==> config.mk <==
export PLATFORM = sky130hd
export DESIGN_NAME = pkt_wr_sched_flat
export DESIGN_NICKNAME = d
export VERILOG_FILES = /design/src/rtl/pkt_wr_pkg.sv /design/src/rtl/pkt_wr_sched_if.sv /design/src/rtl/pkt_wr_sched_ring.sv /design/src/rtl/pkt_wr_sched.sv /design/src/flat_wrapper.sv
export SDC_FILE = /design/constraint.sdc
export NUM_CORES = 1
export LEC_CHECK = 0
export CELL_PAD_IN_SITES_DETAIL_PLACEMENT = 0
export CELL_PAD_IN_SITES_GLOBAL_PLACEMENT = 1
export CORE_ASPECT_RATIO = 0.75
export CORE_MARGIN = 8
export CORE_UTILIZATION = 47
export CTS_CLUSTER_SIZE = 40
export DETAILED_ROUTE_END_ITERATION = 16
export GPL_TIMING_DRIVEN = 1
export PLACE_DENSITY_LB_ADDON = 0.3
export SETUP_SLACK_MARGIN = 0.3
export SYNTH_ARGS = -nofsm -noshare
export SYNTH_HDL_FRONTEND = slang
export SYNTH_SLANG_ARGS = --single-unit
==> constraint.sdc <==
create_clock -name clk -period 20.5 [get_ports clk]
set_input_delay 4.1 -clock clk [delete_from_list [all_inputs] [get_ports clk]]
set_output_delay 4.1 -clock clk [all_outputs]
set_load 0.02 [all_outputs]
==> src/rtl/pkt_wr_pkg.sv <==
// Shared types for the packet write scheduler.
//   sched_state_t : sequencing states of pkt_wr_sched
//   desc_t        : latched descriptor (begin/end pointers, rounded length)
//   round_len()   : end-begin, rounded up to whole words, kept 33 bits wide so
//                   huge or negative spans cannot wrap to a small length
package pkt_wr_pkg;
  localparam int WORD_BYTES = 4;

  typedef enum logic [2:0] {IDLE, ALLOC, ISSUE, WAIT, COMMIT} sched_state_t;

  typedef struct packed {
    logic [31:0] pbegin;
    logic [31:0] pend;
    logic [15:0] len;
  } desc_t;

  function automatic logic [32:0] round_len(input logic [31:0] b, input logic [31:0] e);
    logic [32:0] sum;
    sum = {1'b0, e - b} + 33'(WORD_BYTES - 1);
    return sum & ~33'(WORD_BYTES - 1);
  endfunction
endpackage

==> src/rtl/pkt_wr_sched_if.sv <==
// Descriptor handshake plus write-controller request bus.
//   desc_valid/desc_ready/desc_begin/desc_end : capture front end -> scheduler
//   wr_ctrl/pkt_begin/pkt_end/write_address/control : scheduler -> write controller
//   wr_ctrl_rdy : write controller done pulse
// master = environment side, slave = scheduler side.
interface pkt_wr_sched_if;
  logic        desc_valid;
  logic        desc_ready;
  logic [31:0] desc_begin;
  logic [31:0] desc_end;
  logic        wr_ctrl;
  logic        wr_ctrl_rdy;
  logic [31:0] pkt_begin;
  logic [31:0] pkt_end;
  logic [31:0] write_address;
  logic [31:0] control;

  modport master (
    output desc_valid, desc_begin, desc_end, wr_ctrl_rdy,
    input  desc_ready, wr_ctrl, pkt_begin, pkt_end, write_address, control
  );
  modport slave (
    input  desc_valid, desc_begin, desc_end, wr_ctrl_rdy,
    output desc_ready, wr_ctrl, pkt_begin, pkt_end, write_address, control
  );
endinterface

==> src/rtl/pkt_wr_sched_ring.sv <==
// ring_space_calc: combinational ring-buffer space check.
//   wr_off, sw_rd_off, ring_size : current ring state (bytes)
//   len                          : rounded packet length
//   fit                          : packet can be placed now
//   alloc                        : ring offset for the packet (wr_off, or 0 on wrap)
// One word is always kept free so full and empty are distinguishable.
module ring_space_calc
  import pkt_wr_pkg::*;
(
  input  logic [31:0] wr_off,
  input  logic [31:0] sw_rd_off,
  input  logic [31:0] ring_size,
  input  logic [15:0] len,
  output logic        fit,
  output logic [31:0] alloc
);
  logic [32:0] occ, free, need, end_off;

  always_comb begin
    if (wr_off >= sw_rd_off) occ = {1'b0, wr_off - sw_rd_off};
    else                     occ = {1'b0, wr_off} + {1'b0, ring_size} - {1'b0, sw_rd_off};
    free    = {1'b0, ring_size} - occ - 33'(WORD_BYTES);
    end_off = {1'b0, wr_off} + {17'b0, len};
    if (end_off <= {1'b0, ring_size}) begin
      need  = {17'b0, len};
      alloc = wr_off;
    end else begin
      // tail past wr_off is abandoned, so it counts against free space
      need  = {1'b0, ring_size} - {1'b0, wr_off} + {17'b0, len};
      alloc = '0;
    end
    // free[32] guards against a bogus sw_rd_off making free negative
    fit = !free[32] && (need <= free);
  end
endmodule

==> src/rtl/pkt_wr_sched.sv <==
// pkt_wr_sched: accepts packet descriptors, allocates ring space, issues one
// write-controller request per packet and commits the ring write offset.
//   clk, reset (async, active low), enable
//   bus        : descriptor handshake + write controller request (slave side)
//   ring_base, ring_size, sw_rd_off : ring configuration / software read offset
//   wr_off, pkt_count, drop_count, err_timeout : status
module pkt_wr_sched
  import pkt_wr_pkg::*;
#(
  parameter logic [15:0] MAX_PKT_BYTES  = 16'd1518,
  parameter logic [23:0] TIMEOUT_CYCLES = 24'd65535
) (
  input  logic                 clk,
  input  logic                 reset,
  input  logic                 enable,
  pkt_wr_sched_if.slave        bus,
  input  logic [31:0]          ring_base,
  input  logic [31:0]          ring_size,
  input  logic [31:0]          sw_rd_off,
  output logic [31:0]          wr_off,
  output logic [31:0]          pkt_count,
  output logic [15:0]          drop_count,
  output logic                 err_timeout
);
  sched_state_t state, state_nx;
  desc_t        desc_q;
  logic [31:0]  alloc_q;
  logic [23:0]  tmo_cnt;
  logic         desc_ready_q, wr_ctrl_q;
  logic [31:0]  pkt_begin_q, pkt_end_q, write_address_q, control_q;

  logic [32:0]  len_full;
  logic         hs, drop, fit, tmo_hit;
  logic [31:0]  alloc, commit_sum, commit_off;

  assign bus.desc_ready    = desc_ready_q;
  assign bus.wr_ctrl       = wr_ctrl_q;
  assign bus.pkt_begin     = pkt_begin_q;
  assign bus.pkt_end       = pkt_end_q;
  assign bus.write_address = write_address_q;
  assign bus.control       = control_q;

  assign len_full   = round_len(bus.desc_begin, bus.desc_end);
  assign drop       = (len_full == '0) || (len_full > {17'b0, MAX_PKT_BYTES});
  assign hs         = (state == IDLE) && bus.desc_valid && desc_ready_q;
  assign tmo_hit    = (tmo_cnt == TIMEOUT_CYCLES - 24'd1);
  assign commit_sum = alloc_q + {16'h0, desc_q.len};
  assign commit_off = (commit_sum == ring_size) ? '0 : commit_sum;

  ring_space_calc u_space (
    .wr_off    (wr_off),
    .sw_rd_off (sw_rd_off),
    .ring_size (ring_size),
    .len       (desc_q.len),
    .fit       (fit),
    .alloc     (alloc)
  );

  always_comb begin
    state_nx = state;
    case (state)
      IDLE:    if (hs && !drop) state_nx = ALLOC;
      ALLOC:   if (fit) state_nx = ISSUE;
      ISSUE:   state_nx = WAIT;
      WAIT:    if (bus.wr_ctrl_rdy) state_nx = COMMIT;
               else if (tmo_hit)    state_nx = IDLE;
      COMMIT:  state_nx = IDLE;
      default: state_nx = IDLE;
    endcase
  end

  always_ff @(posedge clk or negedge reset) begin
    if (!reset) begin
      state           <= IDLE;
      desc_q          <= '0;
      alloc_q         <= '0;
      tmo_cnt         <= '0;
      desc_ready_q    <= 1'b0;
      wr_ctrl_q       <= 1'b0;
      pkt_begin_q     <= '0;
      pkt_end_q       <= '0;
      write_address_q <= '0;
      control_q       <= '0;
      wr_off          <= '0;
      pkt_count       <= '0;
      drop_count      <= '0;
      err_timeout     <= 1'b0;
    end else begin
      state        <= state_nx;
      // ready is registered so it is 0 out of reset and drops on the accept edge
      desc_ready_q <= (state_nx == IDLE) && enable;
      // single-cycle pulse, visible during the first WAIT cycle
      wr_ctrl_q    <= (state == ISSUE);

      if (hs) begin
        if (drop) begin
          if (drop_count != 16'hFFFF) drop_count <= drop_count + 16'd1;
        end else begin
          desc_q <= '{pbegin: bus.desc_begin, pend: bus.desc_end, len: len_full[15:0]};
        end
      end

      // request fields are loaded a cycle ahead of the pulse and held until next packet
      if (state == ALLOC && fit) begin
        alloc_q         <= alloc;
        pkt_begin_q     <= desc_q.pbegin;
        pkt_end_q       <= desc_q.pend;
        write_address_q <= ring_base + alloc;
        control_q       <= {16'h0, desc_q.len};
      end

      if (state == ISSUE)     tmo_cnt <= '0;
      else if (state == WAIT) tmo_cnt <= tmo_cnt + 24'd1;

      if (state == WAIT && !bus.wr_ctrl_rdy && tmo_hit) err_timeout <= 1'b1;

      if (state == COMMIT) begin
        wr_off    <= commit_off;
        pkt_count <= pkt_count + 32'd1;
      end
    end
  end
endmodule

==> src/flat_wrapper.sv <==
// flat-port wrapper written by rule: the top's interface ports become plain ports
module pkt_wr_sched_flat import pkt_wr_pkg::*;
#(
  parameter logic [15:0] MAX_PKT_BYTES  = 16'd1518,
  parameter logic [23:0] TIMEOUT_CYCLES = 24'd65535
)
  (clk, reset, enable, ring_base, ring_size, sw_rd_off, wr_off, pkt_count, drop_count, err_timeout, bus_desc_valid, bus_desc_begin, bus_desc_end, bus_wr_ctrl_rdy, bus_desc_ready, bus_wr_ctrl, bus_pkt_begin, bus_pkt_end, bus_write_address, bus_control);
  pkt_wr_sched_if bus_i ();
  input  logic clk;
  input  logic reset;
  input  logic enable;
  input  logic [31:0] ring_base;
  input  logic [31:0] ring_size;
  input  logic [31:0] sw_rd_off;
  output logic [31:0] wr_off;
  output logic [31:0] pkt_count;
  output logic [15:0] drop_count;
  output logic err_timeout;
  input wire logic [$bits(bus_i.desc_valid)-1:0] bus_desc_valid;
  input wire logic [$bits(bus_i.desc_begin)-1:0] bus_desc_begin;
  input wire logic [$bits(bus_i.desc_end)-1:0] bus_desc_end;
  input wire logic [$bits(bus_i.wr_ctrl_rdy)-1:0] bus_wr_ctrl_rdy;
  output wire logic [$bits(bus_i.desc_ready)-1:0] bus_desc_ready;
  output wire logic [$bits(bus_i.wr_ctrl)-1:0] bus_wr_ctrl;
  output wire logic [$bits(bus_i.pkt_begin)-1:0] bus_pkt_begin;
  output wire logic [$bits(bus_i.pkt_end)-1:0] bus_pkt_end;
  output wire logic [$bits(bus_i.write_address)-1:0] bus_write_address;
  output wire logic [$bits(bus_i.control)-1:0] bus_control;
  assign bus_i.desc_valid = bus_desc_valid;
  assign bus_i.desc_begin = bus_desc_begin;
  assign bus_i.desc_end = bus_desc_end;
  assign bus_i.wr_ctrl_rdy = bus_wr_ctrl_rdy;
  assign bus_desc_ready = bus_i.desc_ready;
  assign bus_wr_ctrl = bus_i.wr_ctrl;
  assign bus_pkt_begin = bus_i.pkt_begin;
  assign bus_pkt_end = bus_i.pkt_end;
  assign bus_write_address = bus_i.write_address;
  assign bus_control = bus_i.control;
  pkt_wr_sched #(.MAX_PKT_BYTES(MAX_PKT_BYTES), .TIMEOUT_CYCLES(TIMEOUT_CYCLES)) u_core (.clk(clk), .reset(reset), .enable(enable), .bus(bus_i), .ring_base(ring_base), .ring_size(ring_size), .sw_rd_off(sw_rd_off), .wr_off(wr_off), .pkt_count(pkt_count), .drop_count(drop_count), .err_timeout(err_timeout));
endmodule
======== Yosys cells after proc, flatten, opt, wreduce, memory -nomap -nowiden ========
Cells that the tools add are included.
operators by class
  add/sub/neg operators ................... 15
  multipliers ............................. 0
  div/mod/pow operators ................... 0
  magnitude comparators ................... 4
  eq/ne operators ......................... 7
  shift-type cells ........................ 0
  multiplexer cells ....................... 11
  bitwise operators ....................... 1
  reductions and logical operators ........ 18
operators with widths
  kind                                                                                count
  33-bit two-way mux                                                                  2
  32-bit two-way mux                                                                  2
  32-bit subtractor                                                                   2
  24-bit two-way mux                                                                  2
  32-bit by 16-bit adder with 33-bit output                                           1
  32-bit by 2-bit adder with 33-bit output (second input constant)                    1
  32-bit by 32-bit adder with 33-bit output                                           1
  33-bit by 16-bit adder with 33-bit output                                           1
  33-bit by 11-bit greater-than comparator with 1-bit output (second input constant)  1
  33-bit by 32-bit <= comparator with 1-bit output                                    1
  33-bit <= comparator                                                                1
  33-bit logical NOT                                                                  1
  32-bit by 32-bit subtractor with 33-bit output                                      1
  32-bit by 33-bit subtractor with 33-bit output                                      1
  33-bit by 3-bit subtractor with 33-bit output (second input constant)               1
  33-bit by 32-bit subtractor with 33-bit output                                      1
  32-bit by 1-bit adder with 32-bit output (second input constant)                    1
  32-bit by 16-bit adder with 32-bit output                                           1
  32-bit adder                                                                        1
  32-bit equality test                                                                1
  32-bit >= comparator                                                                1
  24-bit by 1-bit adder with 24-bit output (second input constant)                    1
  24-bit by 16-bit equality test with 1-bit output (second input constant)            1
  16-bit by 1-bit adder with 16-bit output (second input constant)                    1
  14 further kinds                                                                    28
storage, ports and cells
  register bits ........................... 330
  latch bits .............................. 0
  bits in writable memories ............... 0
  memory bits (read-only) ................. 0
  input port bits ......................... 165
  output and inout bits ................... 211
  word-level logic and storage cells ...... 72
  memories kept ........................... 0

======== Logic depth before layout (Yosys ltp) ========
  word-level depth ........................ 11
  gate-level depth with buffers ........... 45
  depth with buffers taken out ............ 42

======== Modules after synthesis ========
From an unflattened synthesis, not the netlist that was laid out.
second synthesis, totals
  cells, all modules ...................... 3716
  area, all modules ....................... 31074.8 µm²
modules (own cells, without submodules)
  module           instances  cells each  area an instance (µm²)  seq. area each (µm²)
  pkt_wr_sched     1          2044        18978.2                 8257.9
  ring_space_calc  1          1672        12096.6                 0.0

======== Worst setup path before layout ========
OpenSTA, ideal clock, no wires.
  kind .................................... input to register
  start ................................... input port sw_rd_off[0]
  end ..................................... register u_core.control_q[10] (netlist: u_core.bus.control[10])
  library setup time ...................... 0.125 ns
  arrival time ............................ 12.522 ns
  data required time ...................... 20.375 ns
  setup slack ............................. 7.853 ns
  stages .................................. 41
  buffers on the path ..................... 4
  cells stage by stage .................... ha_1 > inv_1 > fa_1 > a21o_1 > a21o_1 > a211oi_1 > o221ai_1 > a21oi_1 > o31ai_1 > a21oi_1 > clkbuf_1 > mux2i_1 > ha_1 > ha_1 > fa_1 > a21o_1 > a21oi_1 > o21ai_0 > [... 5 more ...] > a21boi_0 > o21ai_0 > nand2b_1 > xnor2_1 > ha_1 > a21oi_1 > nor2b_1 > o21ai_0 > nand2b_1 > a21oi_1 > o21ai_0 > a2111oi_0 > a21o_1 > and3_1 > clkbuf_1 > buf_1 > clkbuf_1 > mux2_2
on the way
  longest elaborated chain between the ends .. 7
  elaborated cells between the ends (all ways) .. 10
  those cells by class .................... add/sub (4); order compare (2); mux (1); reduce/logical (3)
RTL lines
  item                                                                    line                     RTL
  start: declaration                                                      flat_wrapper.sv:14       input logic [31:0] sw_rd_off;
  33-bit by 32-bit subtractor with 33-bit output (tied with other cells)  pkt_wr_sched_ring.sv:21  else occ = {1'b0, wr_off} + {1'b0, ring_size} - {1'b0, sw_rd_off};
  33-bit two-way mux *                                                    pkt_wr_sched_ring.sv:20  if (wr_off >= sw_rd_off) occ = {1'b0, wr_off - sw_rd_off};
  32-bit by 33-bit subtractor with 33-bit output *                        pkt_wr_sched_ring.sv:22  free = {1'b0, ring_size} - occ - 33'(WORD_BYTES);
  33-bit by 3-bit subtractor with 33-bit output *                         pkt_wr_sched_ring.sv:22
  33-bit <= comparator / 1-bit logical NOT (equally long branches)        pkt_wr_sched_ring.sv:33  fit = !free[32] && (need <= free);
  1-bit logical AND *                                                     pkt_wr_sched_ring.sv:33
  1-bit logical AND *                                                     pkt_wr_sched.sv:104      if (state == ALLOC && fit) begin
  end signal: assignment                                                  pkt_wr_sched.sv:109      control_q <= {16'h0, desc_q.len};
  end: declaration                                                        pkt_wr_sched.sv:30       logic [31:0] pkt_begin_q, pkt_end_q, write_address_q, control_q;
Mark *: on every way between the ends. The rest lies on a longest branch, timed or not.
A chain may end at the register's enable or synchronous reset.

======== Worst setup path after layout ========
  start ................................... input port sw_rd_off[0]
  end ..................................... register u_core.write_address_q[22] (netlist: u_core.bus.write_address[22])
on the way
  longest elaborated chain between the ends .. 7
  elaborated cells between the ends (all ways) .. 10
  those cells by class .................... add/sub (4); order compare (2); mux (1); reduce/logical (3)
RTL lines
  item                                                                    line                     RTL
  33-bit by 32-bit subtractor with 33-bit output (tied with other cells)  pkt_wr_sched_ring.sv:21
  33-bit two-way mux *                                                    pkt_wr_sched_ring.sv:20
  32-bit by 33-bit subtractor with 33-bit output *                        pkt_wr_sched_ring.sv:22
  33-bit by 3-bit subtractor with 33-bit output *                         pkt_wr_sched_ring.sv:22
  33-bit <= comparator / 1-bit logical NOT (equally long branches)        pkt_wr_sched_ring.sv:33
  1-bit logical AND *                                                     pkt_wr_sched_ring.sv:33
  1-bit logical AND *                                                     pkt_wr_sched.sv:104
  end signal: assignment                                                  pkt_wr_sched.sv:108      write_address_q <= ring_base + alloc;
  end: declaration                                                        pkt_wr_sched.sv:30
Marked as above.

==> out/qor_table.md <==
| Item | This run | Unit |
|:---|:---|:---|
| Non-filler cells in the finished layout | 4579 | - |
| Leak pwr | 16.8 | nW |
| Worst-case register-to-register setup slack | 8.95 | ns |
| Final max-slew violation count | 0 | - |
| Wire length of the first global-routing pass | 141000 | µm |
| Worst path most repeated cell | sky130_fd_sc_hd__o21ai_0 | - |
| Total I/O pin count | 376 | - |
| Async SR Flop Fraction | 100 | % |
| Most frequent cells in the layout | 360 x sky130_fd_sc_hd__inv_1, 356 x sky130_fd_sc_hd__clkdlybuf4s50_1, 335 x sky130_fd_sc_hd__ha_1 | - |
| Number of unique standard cell types used by synthesis | 91 | - |
| Remaining global-route overflow | 0 | - |
| Result of the run | finished, final reports clean | - |
| Crit path max fanout | 80 | - |
| Synthesized flop and latch total | 330 | - |
| Synth-to-layout area growth | 18.6 | % |
| Type of destination of the critical path | flip-flop | - |
| Clock insertion delay at the later pin of the skew report | 0.56 | ns |
| Fin crit period | 14.93 | ns |
| Cts bufs inserted | 36 | - |
| Sequential area share after synthesis | 27.4 | % |
| Worst Hold Class | flip-flop to flip-flop | - |
| Max-Cap Viols | 0 | - |
| Post-detailed-route wirelength per cell | 20.0 | µm |
| Pin count of the biggest net entering global routing | 102 | - |
| Initial antenna violation count | 11 | - |
| Post-Route Utilization | 56.3 | % |
| Top_reg_cell synth | sky130_fd_sc_hd__dfrtp_1 | - |
| Mux cell area share after synthesis | 9.37 | % |
| Setup Fix Bufs, Post-CTS | 0 | - |
| Row count | 80 | - |
| Netlist Area Pre-Place | 0.0302 | mm² |
| CTS H-Tree Depth | 2 | - |
| Number of instances in the synthesized netlist | 3348 | - |
| Clock Tree Root | sky130_fd_sc_hd__clkbuf_16 | - |
| Maximum single-stage delay on the critical path | 0.90 | ns |
| Number of remaining DRC errors | 0 | - |
| Xor/xnor cell area share of the yosys netlist | 8.54 | % |
| Worst Path Required | 20.94 | ns |
| Post-Place Cells | 4510 | - |
| Maximum clock path buffer count | 3 | - |
| DRT antenna net count | 0 | - |
| Starting density of the core | 47.5 | % |
| Start point of the critical path | sw_rd_off[0] | - |
| Crit path launch type | primary input | - |
| Post-Synthesis Mean Instance Area | 9.01 | µm² |
| Count of flip-flops with a built-in enable after synthesis | 0 | - |
| Compound-cell area share of the yosys netlist | 15.4 | % |
| Die width | 309 | µm |
| Worst slew margin | 21.7 | % |
| Destination of the worst register-to-register timing path | u_core.bus.write_address[22] | - |
| Number of detailed-route iterations in the first pass | 5 | - |
| Final Skew | 0.0256 | ns |
| Number of global-route vias before repair | 23900 | - |
| Capturing instance or port of the critical path | u_core.bus.write_address[22] | - |
| TritonCTS clock tree | yes | - |
| Die outline height | 235 | µm |
| Quantity of hold-fixing buffers added after cts | 0 | - |
| Final net count | 4240 | - |
| Endpoint arrival time on the critical path | 15.37 | ns |
| Number of instances resized during post-cts repair | 0 | - |
| Fill cells | 5761 | - |
| Placer's final routability congestion estimate | 0.939 | - |
| Via count of the routed design | 25300 | - |
| Total of warnings raised by yosys | 0 | - |
| Floorplan die area | 0.0726 | mm² |
| Setup repair after global routing missed its margin | no | - |
| Logic depth of the worst register-to-register path | 41 | - |
| Port Buffers | 357 | - |
| Register clock-pin slew on the reported worst setup and hold paths | 0.06 | ns |
| Aggregate routed wire length | 91700 | µm |
| Fraction of the mapped netlist area in simple logic gates | 15.5 | % |
| Number of clock sinks | 330 | - |
| Maximum vdd ir drop | 0.152 | mV |
| Achievable clock frequency | 67.0 | MHz |
| Placement-stage worst setup slack | 5.10 | ns |
| Worst path setup slack after routing | 5.57 | ns |
| Fraction of layout instances using a drive strength above 1 | 8.70 | % |
| Total routing resource utilization after global routing | 24.4 | % |
| # setup viols final | 0 | - |
| Detailed placement HPWL | 74500 | µm |
| Worst hold path cell count | 1 | - |
| Main combinational cell family by area after synthesis | adder cells | - |
| Worst setup path category | primary input to flip-flop | - |
| Slowest cell on crit path | sky130_fd_sc_hd__buf_4 | - |
| Share of the cycle needed by the critical path after routing | 72.8 | % |
| Worst Tran Pin Value | 1.17 | ns |
| Launch point of the worst reg-to-reg path | u_core.wr_off[0] | - |
| Endpoints failing hold | 0 | - |
| Post-Route Setup TNS | 0 | ns |
| Most common cell after layout, fill and taps aside | sky130_fd_sc_hd__inv_1 | - |
| Vias per inst | 5.54 | - |
| Power density of the placed cells | 201 | mW/mm² |
| Arithmetic-cell share of the synthesized area counting full adders, half adders and majority gates | 17.4 | % |
| Core area | 0.0636 | mm² |
| Initial drt markers | 1931 | - |
[state kept, by name, indices dropped and copies added, names as in the netlist]
register / cells
u_core.bus.desc_ready: 1
u_core.alloc_q: 32
u_core.bus.control: 14
u_core.bus.pkt_begin: 32
u_core.err_timeout: 1
u_core.pkt_count: 32
u_core.bus.write_address: 32
u_core.bus.wr_ctrl: 1
u_core.bus.pkt_end: 32
u_core.drop_count: 16
u_core.tmo_cnt: 24
u_core.wr_off: 32
u_core.state: 3
u_core.desc_q: 78
[report_power, final]
group	internal [W]	switching, W	total, W
Clock	0.000410	0.000287	0.000697
Combinational	0.00245	0.00308	0.00553
Sequential	0.000779	0.000185	0.000964
[cells by family (layout without fill, tap and decap cells)]
logic type               Yosys count  in the layout
other                              1             24
buffers and inverters            456            803
flip-flops                       330            330
adder cells (fa/ha/maj)          388            388
AND/OR/NAND/NOR                  918            918
AO/OA/AOI/OAI                    731            731
multiplexers                     233            233
XOR/XNOR                         291            291
[worst max-delay path: cells and delay by family]
| kind | cells | cell delay [ns] |
|---|---|---|
| xor+xnor | 1 | 0.15 |
| mux | 1 | 0.43 |
| buf+inv | 7 | 2.90 |
| simple gates | 2 | 0.27 |
| fa+ha+maj | 6 | 1.67 |
| compound gates | 24 | 5.71 |
[cell type report]
| type | instances | area [µm²] | area share [%] |
|---|---|---|---|
| Antenna cell | 6 | 15.0 | 0.0420 |
| Clock inverter | 15 | 223 | 0.622 |
| Inverter | 361 | 1360 | 3.79 |
| Multi-Input combinational cell | 2579 | 20100 | 56.1 |
| Timing Repair Buffer | 379 | 3740 | 10.5 |
| Tap cell | 861 | 1080 | 3.01 |
| Clock buffer | 48 | 1040 | 2.90 |
| Sequential cell | 330 | 8260 | 23.1 |
[metrics by stage]
step / cell area (µm²) / hold WS (ns) / total power [W]
2_1_floorplan: 30200 / 0.450 / 0.00505
3_3_place_gp: 34500 / 0.460 / 0.00635
3_5_place_dp: 34500 / 0.465 / 0.00640
4_1_cts: 35800 / 0.475 / 0.00714
5_1_grt: 35800 / 0.498 / 0.00789
6_report: 35800 / 0.466 / 0.00719
[worst min path at each step]
stage,start,end,slack (ns)
finish,u_core.pkt_count[31],u_core.pkt_count[31],0.47
global route,u_core.pkt_count[31],u_core.pkt_count[31],0.50
CTS,u_core.pkt_count[31],u_core.pkt_count[31],0.47
detailed placement,u_core.pkt_count[31],u_core.pkt_count[31],0.47
global placement,u_core.pkt_count[31],u_core.pkt_count[31],0.46
floorplan,u_core.tmo_cnt[9],u_core.tmo_cnt[9],0.45
[cells in the mapped netlist (6+ instances only)]
| cell type | number | area share (%) |
|---|---|---|
| sky130_fd_sc_hd__nand2b_1 | 53 | 1.1 |
| sky130_fd_sc_hd__and3_1 | 48 | 1.0 |
| sky130_fd_sc_hd__o21a_1 | 30 | 0.75 |
| sky130_fd_sc_hd__a211o_1 | 6 | 0.17 |
| sky130_fd_sc_hd__nand3_1 | 88 | 1.5 |
| sky130_fd_sc_hd__nand3b_1 | 12 | 0.30 |
| sky130_fd_sc_hd__nor2b_1 | 44 | 0.91 |
| sky130_fd_sc_hd__dfrtp_1 | 330 | 27 |
| sky130_fd_sc_hd__o21bai_1 | 34 | 0.85 |
| sky130_fd_sc_hd__xnor2_1 | 203 | 5.9 |
| sky130_fd_sc_hd__a21boi_0 | 14 | 0.35 |
| sky130_fd_sc_hd__nand2_1 | 214 | 2.7 |
| sky130_fd_sc_hd__nor3_1 | 55 | 0.91 |
| sky130_fd_sc_hd__nor3b_1 | 11 | 0.27 |
| sky130_fd_sc_hd__mux2_4 | 64 | 3.2 |
| sky130_fd_sc_hd__o31a_1 | 6 | 0.17 |
| sky130_fd_sc_hd__inv_1 | 360 | 4.5 |
| sky130_fd_sc_hd__buf_1 | 7 | 0.087 |
| sky130_fd_sc_hd__mux2i_1 | 29 | 0.96 |
| sky130_fd_sc_hd__a211oi_1 | 43 | 1.1 |
| sky130_fd_sc_hd__or2_2 | 12 | 0.25 |
| sky130_fd_sc_hd__or4_1 | 10 | 0.25 |
| sky130_fd_sc_hd__buf_4 | 18 | 0.45 |
| sky130_fd_sc_hd__o31ai_1 | 12 | 0.30 |
| sky130_fd_sc_hd__a31o_2 | 6 | 0.17 |
| sky130_fd_sc_hd__fa_1 | 53 | 3.5 |
| sky130_fd_sc_hd__ha_1 | 335 | 14 |
| sky130_fd_sc_hd__nor2_1 | 191 | 2.4 |
| sky130_fd_sc_hd__a31oi_1 | 21 | 0.44 |
| sky130_fd_sc_hd__a21o_1 | 91 | 2.3 |
| sky130_fd_sc_hd__a2111oi_0 | 10 | 0.29 |
| sky130_fd_sc_hd__and4_1 | 9 | 0.26 |
| sky130_fd_sc_hd__and2_1 | 50 | 1.0 |
| sky130_fd_sc_hd__or3_1 | 23 | 0.48 |
| sky130_fd_sc_hd__o211ai_1 | 14 | 0.35 |
| sky130_fd_sc_hd__o2111ai_1 | 6 | 0.17 |
| sky130_fd_sc_hd__mux2_2 | 140 | 5.2 |
| sky130_fd_sc_hd__buf_12 | 8 | 0.53 |
| sky130_fd_sc_hd__nand4_1 | 55 | 1.1 |
| sky130_fd_sc_hd__o21ai_0 | 149 | 2.5 |
| sky130_fd_sc_hd__xor2_1 | 86 | 2.5 |
| sky130_fd_sc_hd__nor4_1 | 22 | 0.46 |
| sky130_fd_sc_hd__a21oi_1 | 232 | 3.8 |
| sky130_fd_sc_hd__clkbuf_1 | 59 | 0.73 |
[layer usage]
layer  global-route usage (%)  share of wire [%]
met1                     39.5                 52
met2                     31.2                 37
met3                     5.94                8.8
met4                     6.06                2.3
met5                        0              0.045
Power figures use the tool's default switching activity.
